**src/rtl/fp_normalize_pack.sv**
```systemverilog
// fp_normalize_pack
//   Result stage of the iterative FP add/sub/mul datapath. It captures the raw
//   sign, exponent and extended mantissa, then normalises one bit per cycle.
//   It rounds to nearest-even, resolves NaN/Inf/zero/overflow/underflow, and
//   packs an IEEE-754 single. The packed result is held on a valid/ready
//   handshake.
// Ports:
//   clk, rst         clock, synchronous active-high reset
//   in_valid/ready   operand handshake; in_ready is high only in IDLE
//   in_sign/exp/mant raw result; mant = {carry, hidden, frac[22:0], g, r, s}
//   in_nan/in_inf    special-result markers from the datapath
//   out_valid/ready  result handshake; outputs are held until accepted
//   out_result       packed single-precision result
//   out_overflow     result saturated to infinity
//   out_underflow    nonzero result flushed to zero
module fp_normalize_pack #(
  parameter int          EXP_W     = 10,
  parameter logic [31:0] NAN_VALUE = 32'h7FC00000
) (
  input  logic                    clk,
  input  logic                    rst,
  input  logic                    in_valid,
  output logic                    in_ready,
  input  logic                    in_sign,
  input  logic signed [EXP_W-1:0] in_exp,
  input  logic [27:0]             in_mant,
  input  logic                    in_nan,
  input  logic                    in_inf,
  output logic                    out_valid,
  input  logic                    out_ready,
  output logic [31:0]             out_result,
  output logic                    out_overflow,
  output logic                    out_underflow
);

  typedef enum logic [2:0] {IDLE, NORM, ROUND, PACK, DONE} state_t;

  localparam logic signed [EXP_W-1:0] EXP_MAX  = EXP_W'(255);
  localparam logic signed [EXP_W-1:0] EXP_ZERO = '0;
  localparam logic signed [EXP_W-1:0] EXP_ONE  = EXP_W'(1);

  state_t                  state_q, state_d;
  logic                    sign_q, sign_d;
  logic signed [EXP_W-1:0] exp_q, exp_d;
  logic [27:0]             mant_q, mant_d;
  logic                    nan_q, nan_d, inf_q, inf_d;
  logic                    valid_q, valid_d;
  logic [31:0]             res_q, res_d;
  logic                    ovf_q, ovf_d, unf_q, unf_d;
  logic                    rnd_up;
  logic [27:0]             mant_rnd;

  always_ff @(posedge clk) begin
    if (rst) begin
      state_q <= IDLE;
      sign_q  <= 1'b0;
      exp_q   <= '0;
      mant_q  <= '0;
      nan_q   <= 1'b0;
      inf_q   <= 1'b0;
      valid_q <= 1'b0;
      res_q   <= '0;
      ovf_q   <= 1'b0;
      unf_q   <= 1'b0;
    end else begin
      state_q <= state_d;
      sign_q  <= sign_d;
      exp_q   <= exp_d;
      mant_q  <= mant_d;
      nan_q   <= nan_d;
      inf_q   <= inf_d;
      valid_q <= valid_d;
      res_q   <= res_d;
      ovf_q   <= ovf_d;
      unf_q   <= unf_d;
    end
  end

  always_comb begin
    state_d  = state_q;
    sign_d   = sign_q;
    exp_d    = exp_q;
    mant_d   = mant_q;
    nan_d    = nan_q;
    inf_d    = inf_q;
    valid_d  = valid_q;
    res_d    = res_q;
    ovf_d    = ovf_q;
    unf_d    = unf_q;
    // Round-to-nearest-even: round up on guard, unless it is an exact tie
    // and the lsb is already even.
    rnd_up   = mant_q[2] & (mant_q[1] | mant_q[0] | mant_q[3]);
    mant_rnd = rnd_up ? mant_q + 28'd8 : mant_q;

    case (state_q)
      IDLE: begin
        if (in_valid) begin
          sign_d  = in_sign;
          exp_d   = in_exp;
          mant_d  = in_mant;
          nan_d   = in_nan;
          inf_d   = in_inf;
          state_d = NORM;
        end
      end
      NORM: begin
        if (nan_q || inf_q || (mant_q == '0)) begin
          state_d = ROUND;
        end else if (mant_q[27]) begin
          // Fold the bit shifted out into sticky so rounding still sees it.
          mant_d = {1'b0, mant_q[27:2], mant_q[1] | mant_q[0]};
          exp_d  = exp_q + EXP_ONE;
        end else if (!mant_q[26]) begin
          mant_d = {mant_q[26:0], 1'b0};
          exp_d  = exp_q - EXP_ONE;
        end else begin
          state_d = ROUND;
        end
      end
      ROUND: begin
        // A round-up that ripples into the carry bit renormalises here.
        if (mant_rnd[27]) begin
          mant_d = {1'b0, mant_rnd[27:2], mant_rnd[1] | mant_rnd[0]};
          exp_d  = exp_q + EXP_ONE;
        end else begin
          mant_d = mant_rnd;
        end
        state_d = PACK;
      end
      PACK: begin
        ovf_d   = 1'b0;
        unf_d   = 1'b0;
        if (nan_q)                res_d = NAN_VALUE;
        else if (inf_q)           res_d = {sign_q, 8'hFF, 23'b0};
        else if (mant_q == '0)    res_d = {sign_q, 31'b0};
        else if (exp_q >= EXP_MAX) begin
          res_d = {sign_q, 8'hFF, 23'b0};
          ovf_d = 1'b1;
        end else if (exp_q <= EXP_ZERO) begin
          res_d = {sign_q, 31'b0};
          unf_d = 1'b1;
        end else                  res_d = {sign_q, exp_q[7:0], mant_q[25:3]};
        valid_d = 1'b1;
        state_d = DONE;
      end
      DONE: begin
        if (out_ready) begin
          valid_d = 1'b0;
          ovf_d   = 1'b0;
          unf_d   = 1'b0;
          state_d = IDLE;
        end
      end
      default: state_d = IDLE;
    endcase
  end

  assign in_ready      = (state_q == IDLE);
  assign out_valid     = valid_q;
  assign out_result    = res_q;
  assign out_overflow  = ovf_q;
  assign out_underflow = unf_q;

endmodule

```
**config.mk**
```make
export PLATFORM = sky130hd
export DESIGN_NAME = fp_normalize_pack
export DESIGN_NICKNAME = d
export VERILOG_FILES = /design/src/rtl/fp_normalize_pack.sv
export SDC_FILE = /design/constraint.sdc
export NUM_CORES = 1
export LEC_CHECK = 0
export BUFFER_PORTS_ARGS = -buffer_cell sky130_fd_sc_hd__buf_4
export CELL_PAD_IN_SITES_DETAIL_PLACEMENT = 1
export CELL_PAD_IN_SITES_GLOBAL_PLACEMENT = 1
export CORE_MARGIN = 2
export CORE_UTILIZATION = 35
export DETAILED_ROUTE_END_ITERATION = 16
export PLACE_DENSITY_LB_ADDON = 0.1
export SYNTH_ARGS = -nofsm -noshare
export SYNTH_HDL_FRONTEND = slang
export SYNTH_SLANG_ARGS = --single-unit
```
**constraint.sdc**
```tcl
create_clock -name clk -period 2.7 [get_ports clk]
set_clock_uncertainty 0.1 [all_clocks]
set_input_delay 0 -clock clk [delete_from_list [all_inputs] [get_ports clk]]
set_output_delay 0 -clock clk [all_outputs]
set_load 0.01 [all_outputs]
```
==> impl_results.md <==
* Number of synthesized flops with an enable pin at 0
* Unrepaired setup endpoints after global routing: false
* Top routing layer in use: met4
* Reg2reg start: mant_q[3]$_SDFFE_PP0P_
* Ports at between 80 and 90
* Fin crit share at 93.4%
* Die width at between 100 and 150 um
* Wire length on met2 at 11.1 mm
* Router iterations before antenna repair at 5
* Peak VDD IR at 0.334 mV
* M1 WL at 9.22 mm
* FF-to-FF setup slack at 0.18 ns
* Syn Nets at around 790
* Startpoint Class: flip-flop
* Measured slew at the worst slew-check pin at 0.593 ns
* Pins Over Slew Limit at 0
* Slew margin rel. at between 60% and 70%
* Setup violators final at 0
* Worst-path fanout max at 19
* Hpwl dp at 15.6 mm
* Vias per cell at 5.68
* Final count of hold timing violations at 0
* Initial antenna violation count at 0
* CP Data Required Time at 2.86 ns
* Netlist cell types at 76
* Wire per inst at 20.2 um
* Share of cells above drive strength 1 at 21.6%
* Post-Synth Adder-Cell Area at 0.685%
* Setup CP Type: reg -> reg
* Post-Synthesis Cells at roughly 750
* Mux contribution to synthesized area at 5.87%
* Worst setup margin at 0.177 ns
* IO buf count at 80
* CTS tree: built
* Vias in the first global route at 6366
* CTS root buffer: clkbuf_16
* Die area at ~0.017 mm^2
* First-pass GRT wire length at 35.0 mm
* Ys flop type: dfxtp_1
* Initial Utilization at between 30% and 40%
* Worst-Skew Late Latency at 0.36 ns
* Synth Area in Compound Gates at between 20 and 30%
* Die Y-Extent at 129 um
* Clock sinks at a little under 80
* Gpl congestion at roughly 0.9
* CTS clk-pin slew, worst paths at 0.06 ns
* Synth Area in XOR/XNOR at 4.16%
* Post-synthesis sequential area ratio at 28.9%
* Hold Crit Endpoint: out_result[5]$_SDFFE_PP0P_
* Hold path start: rst
* Mapped Avg Cell Area at 7.34 um^2
* Post-route antenna net violation count at 0
* Post-synthesis cell area at 0.00548 mm^2
* Max H-tree Level at 3
* Num CTS Buffers at 9
* R2R depth at 10
* Layout Nets at between 900 and 1000
* Violation count after the first detailed-route iteration at 311
* Via count at 6097
* Leakage at between 2 and 3 nW
* Total global routing overflow at 0
* Floorplan row count at 45
* Ant diodes at 0
* Power Dens Cells at 720 mW/mm^2
* Data arrival, critical path at 2.68 ns
* Worst R2R End: exp_q[1]$_SDFFE_PP0P_
* Post-route minimum period at 2.52 ns
* Synth Area in Simple Gates at 26.0%
* Area growth syn-to-layout at 31.8%
* Hold depth at 2
* Final WL at 21.7 mm
* Largest net degree at the start of global routing at 49
* Status: finished clean
* Min-delay worst type: in -> reg
* Overall Global Routing Usage at 26.8%
* DRC violations left at 0
* Worst Setup End Kind: flip-flop
* Clock Tree Buf Depth at 2
* Share of flip-flops with an asynchronous set or reset at 0%
* Setup Total Neg Slack at 0 ns
* Ys Warns at 0
* Core ar. at 0.0153 mm^2
* Post-CTS Setup Bufs at 0
* Flops & latches, synth at 79
* Largest family of logic cells by synthesized area: compound AO/OA/AOI/OAI gates
* Place WS at ~0.027 ns
* Met3 WL at 661 um
* Max-cap check violation count at 0
* Fmax achieved at 396 MHz
## where the power goes
group          internal [W]  leakage, nW  switching (W)
Combinational      0.000925         1.94        0.00128
Sequential          0.00133        0.646       0.000282
Clock              0.000816        0.149       0.000562
## Yosys cell counts (4+ instances only)
cell        n  area, um^2
mux2i_1    31         310
o22ai_1    10        62.6
clkbuf_1   53         199
and3_1      7        43.8
o21ai_0    39         195
nor2_1    114         428
nand3_1    27         135
a221oi_1    7        61.3
a221o_1     5        50.1
nand2b_1   12        75.1
a31oi_1    11        68.8
a211oi_1   11        82.6
o211ai_1    8        60.1
a22oi_1    24         180
a311oi_1   13         114
nor4_1      5        31.3
dfxtp_1    79        1580
and2_1      7        43.8
or3_1       4        25.0
inv_1      11        41.3
buf_2      21         105
xor2_1     11        96.3
nand2_1    61         229
xnor2_1    10        87.6
a21oi_1    53         265
nand4_1     9        56.3
nor3_1     31         155
## worst max-delay path by stage
stage | from | end | slack, ns | cells past startpoint
2_1_floorplan | mant_q[3]$_SDFFE_PP0P_ | mant_q[2]$_SDFFE_PP0P_ | 0.46 | 10
5_1_grt | mant_q[1]$_SDFFE_PP0P_ | exp_q[1]$_SDFFE_PP0P_ | 0.006 | 9
4_1_cts | mant_q[3]$_SDFFE_PP0P_ | mant_q[3]$_SDFFE_PP0P_ | 0.10 | 9
6_report | mant_q[3]$_SDFFE_PP0P_ | exp_q[1]$_SDFFE_PP0P_ | 0.18 | 10
3_5_place_dp | mant_q[3]$_SDFFE_PP0P_ | mant_q[22]$_SDFFE_PP0P_ | 0.03 | 9
3_3_place_gp | mant_q[3]$_SDFFE_PP0P_ | mant_q[3]$_SDFFE_PP0P_ | 0.13 | 9
## critical path: stages (launching register included)
cell,delay [ns]
dfxtp_2,0.41
ha_1,0.19
and2_1,0.18
and3_2,0.31
nand3_4,0.15
xnor2_4,0.16
buf_4,0.22
a21oi_2,0.15
buf_4,0.23
nor2_1,0.08
a211oi_1,0.24
## cell families (layout without fill, tap and decap cells)
kind of cell               after synthesis  after routing
DFF                                     79             79
adders and majority gates                3              3
xor gates and xnor gates                23             23
muxes                                   32             32
and+or+nand+nor                        297            297
buffers and inverters                   89            206
AOI/OAI and AO/OA                      223            223
## final cells by class
cell class	instances	area, um^2
clock buffers	10	229
clock inverters	6	92.6
fillers	1881	8040
inverters	11	41.3
multi-input cells	578	3570
flip-flops and latches	79	1580
well taps	211	264
repair buffers	179	1440
## cells in the final DEF (no fill, tap or decap), types with 3 or more instances in the layout
cell type,netlist,routed
xnor2_1,10,10
clkbuf_16,0,9
a21o_1,3,3
dlygate4sd3_1,0,35
nand2_1,61,61
ha_1,3,3
buf_4,1,143
and3_1,7,6
o211ai_1,8,8
nor4_2,1,3
nor4_1,5,3
a221o_1,5,5
a22oi_1,24,24
a221oi_1,7,7
nor3_1,31,29
mux2i_1,31,31
nand3_1,27,26
a21oi_1,53,53
dfxtp_1,79,77
nand3b_1,3,3
o21ai_0,39,39
nor2_1,114,114
a311oi_1,13,13
and2_1,7,7
nand2b_1,12,12
o31a_1,3,3
o22ai_1,10,10
or3_1,4,4
o21a_1,3,3
nand4_1,9,9
xor2_1,11,11
a31oi_1,11,11
a211oi_1,11,11
inv_1,11,11
## repair_timing
item                                   CTS  global route
endpoints found under the hold margin   37             0
setup endpoints to repair                1            27
resized for setup                        1             5
hold buffers                            35             0
## per-layer routing
metal | vias to the layer above | global-route usage, %
met5 | - | 0
met3 | 41 | 3.10
met2 | 144 | 47.7
met1 | 2970 | 32.2
met4 | 0 | 12.5
li1 | 2942 | -
## flip-flops by register name (all words and copies together), names as in the netlist
signal and flops:
mant_q 28, out_underflow 1, sign_q 1, out_valid 1
state_q 3, out_result 32, exp_q 10, nan_q 1
inf_q 1, out_overflow 1
## through the flow
| stage | hold slack (ns) | area, um^2 | total power (W) | utilization, % | std cells |
|---|---|---|---|---|---|
| after detailed placement | 0.150 | 6520 | 0.00376 | 42.8 | 1023 |
| after global routing | 0.0390 | 7220 | 0.00553 | 47.3 | 1074 |
| after CTS | 0.0290 | 7200 | 0.00521 | 47.2 | 1074 |
| after global placement | 0.133 | 6520 | 0.00371 | 42.8 | 1023 |
| after floorplan | 0.0472 | 5480 | 0.00293 | - | 746 |
| final | 0.0167 | 7220 | 0.00520 | 47.3 | 1074 |
Power figures use the tool's default switching activity.
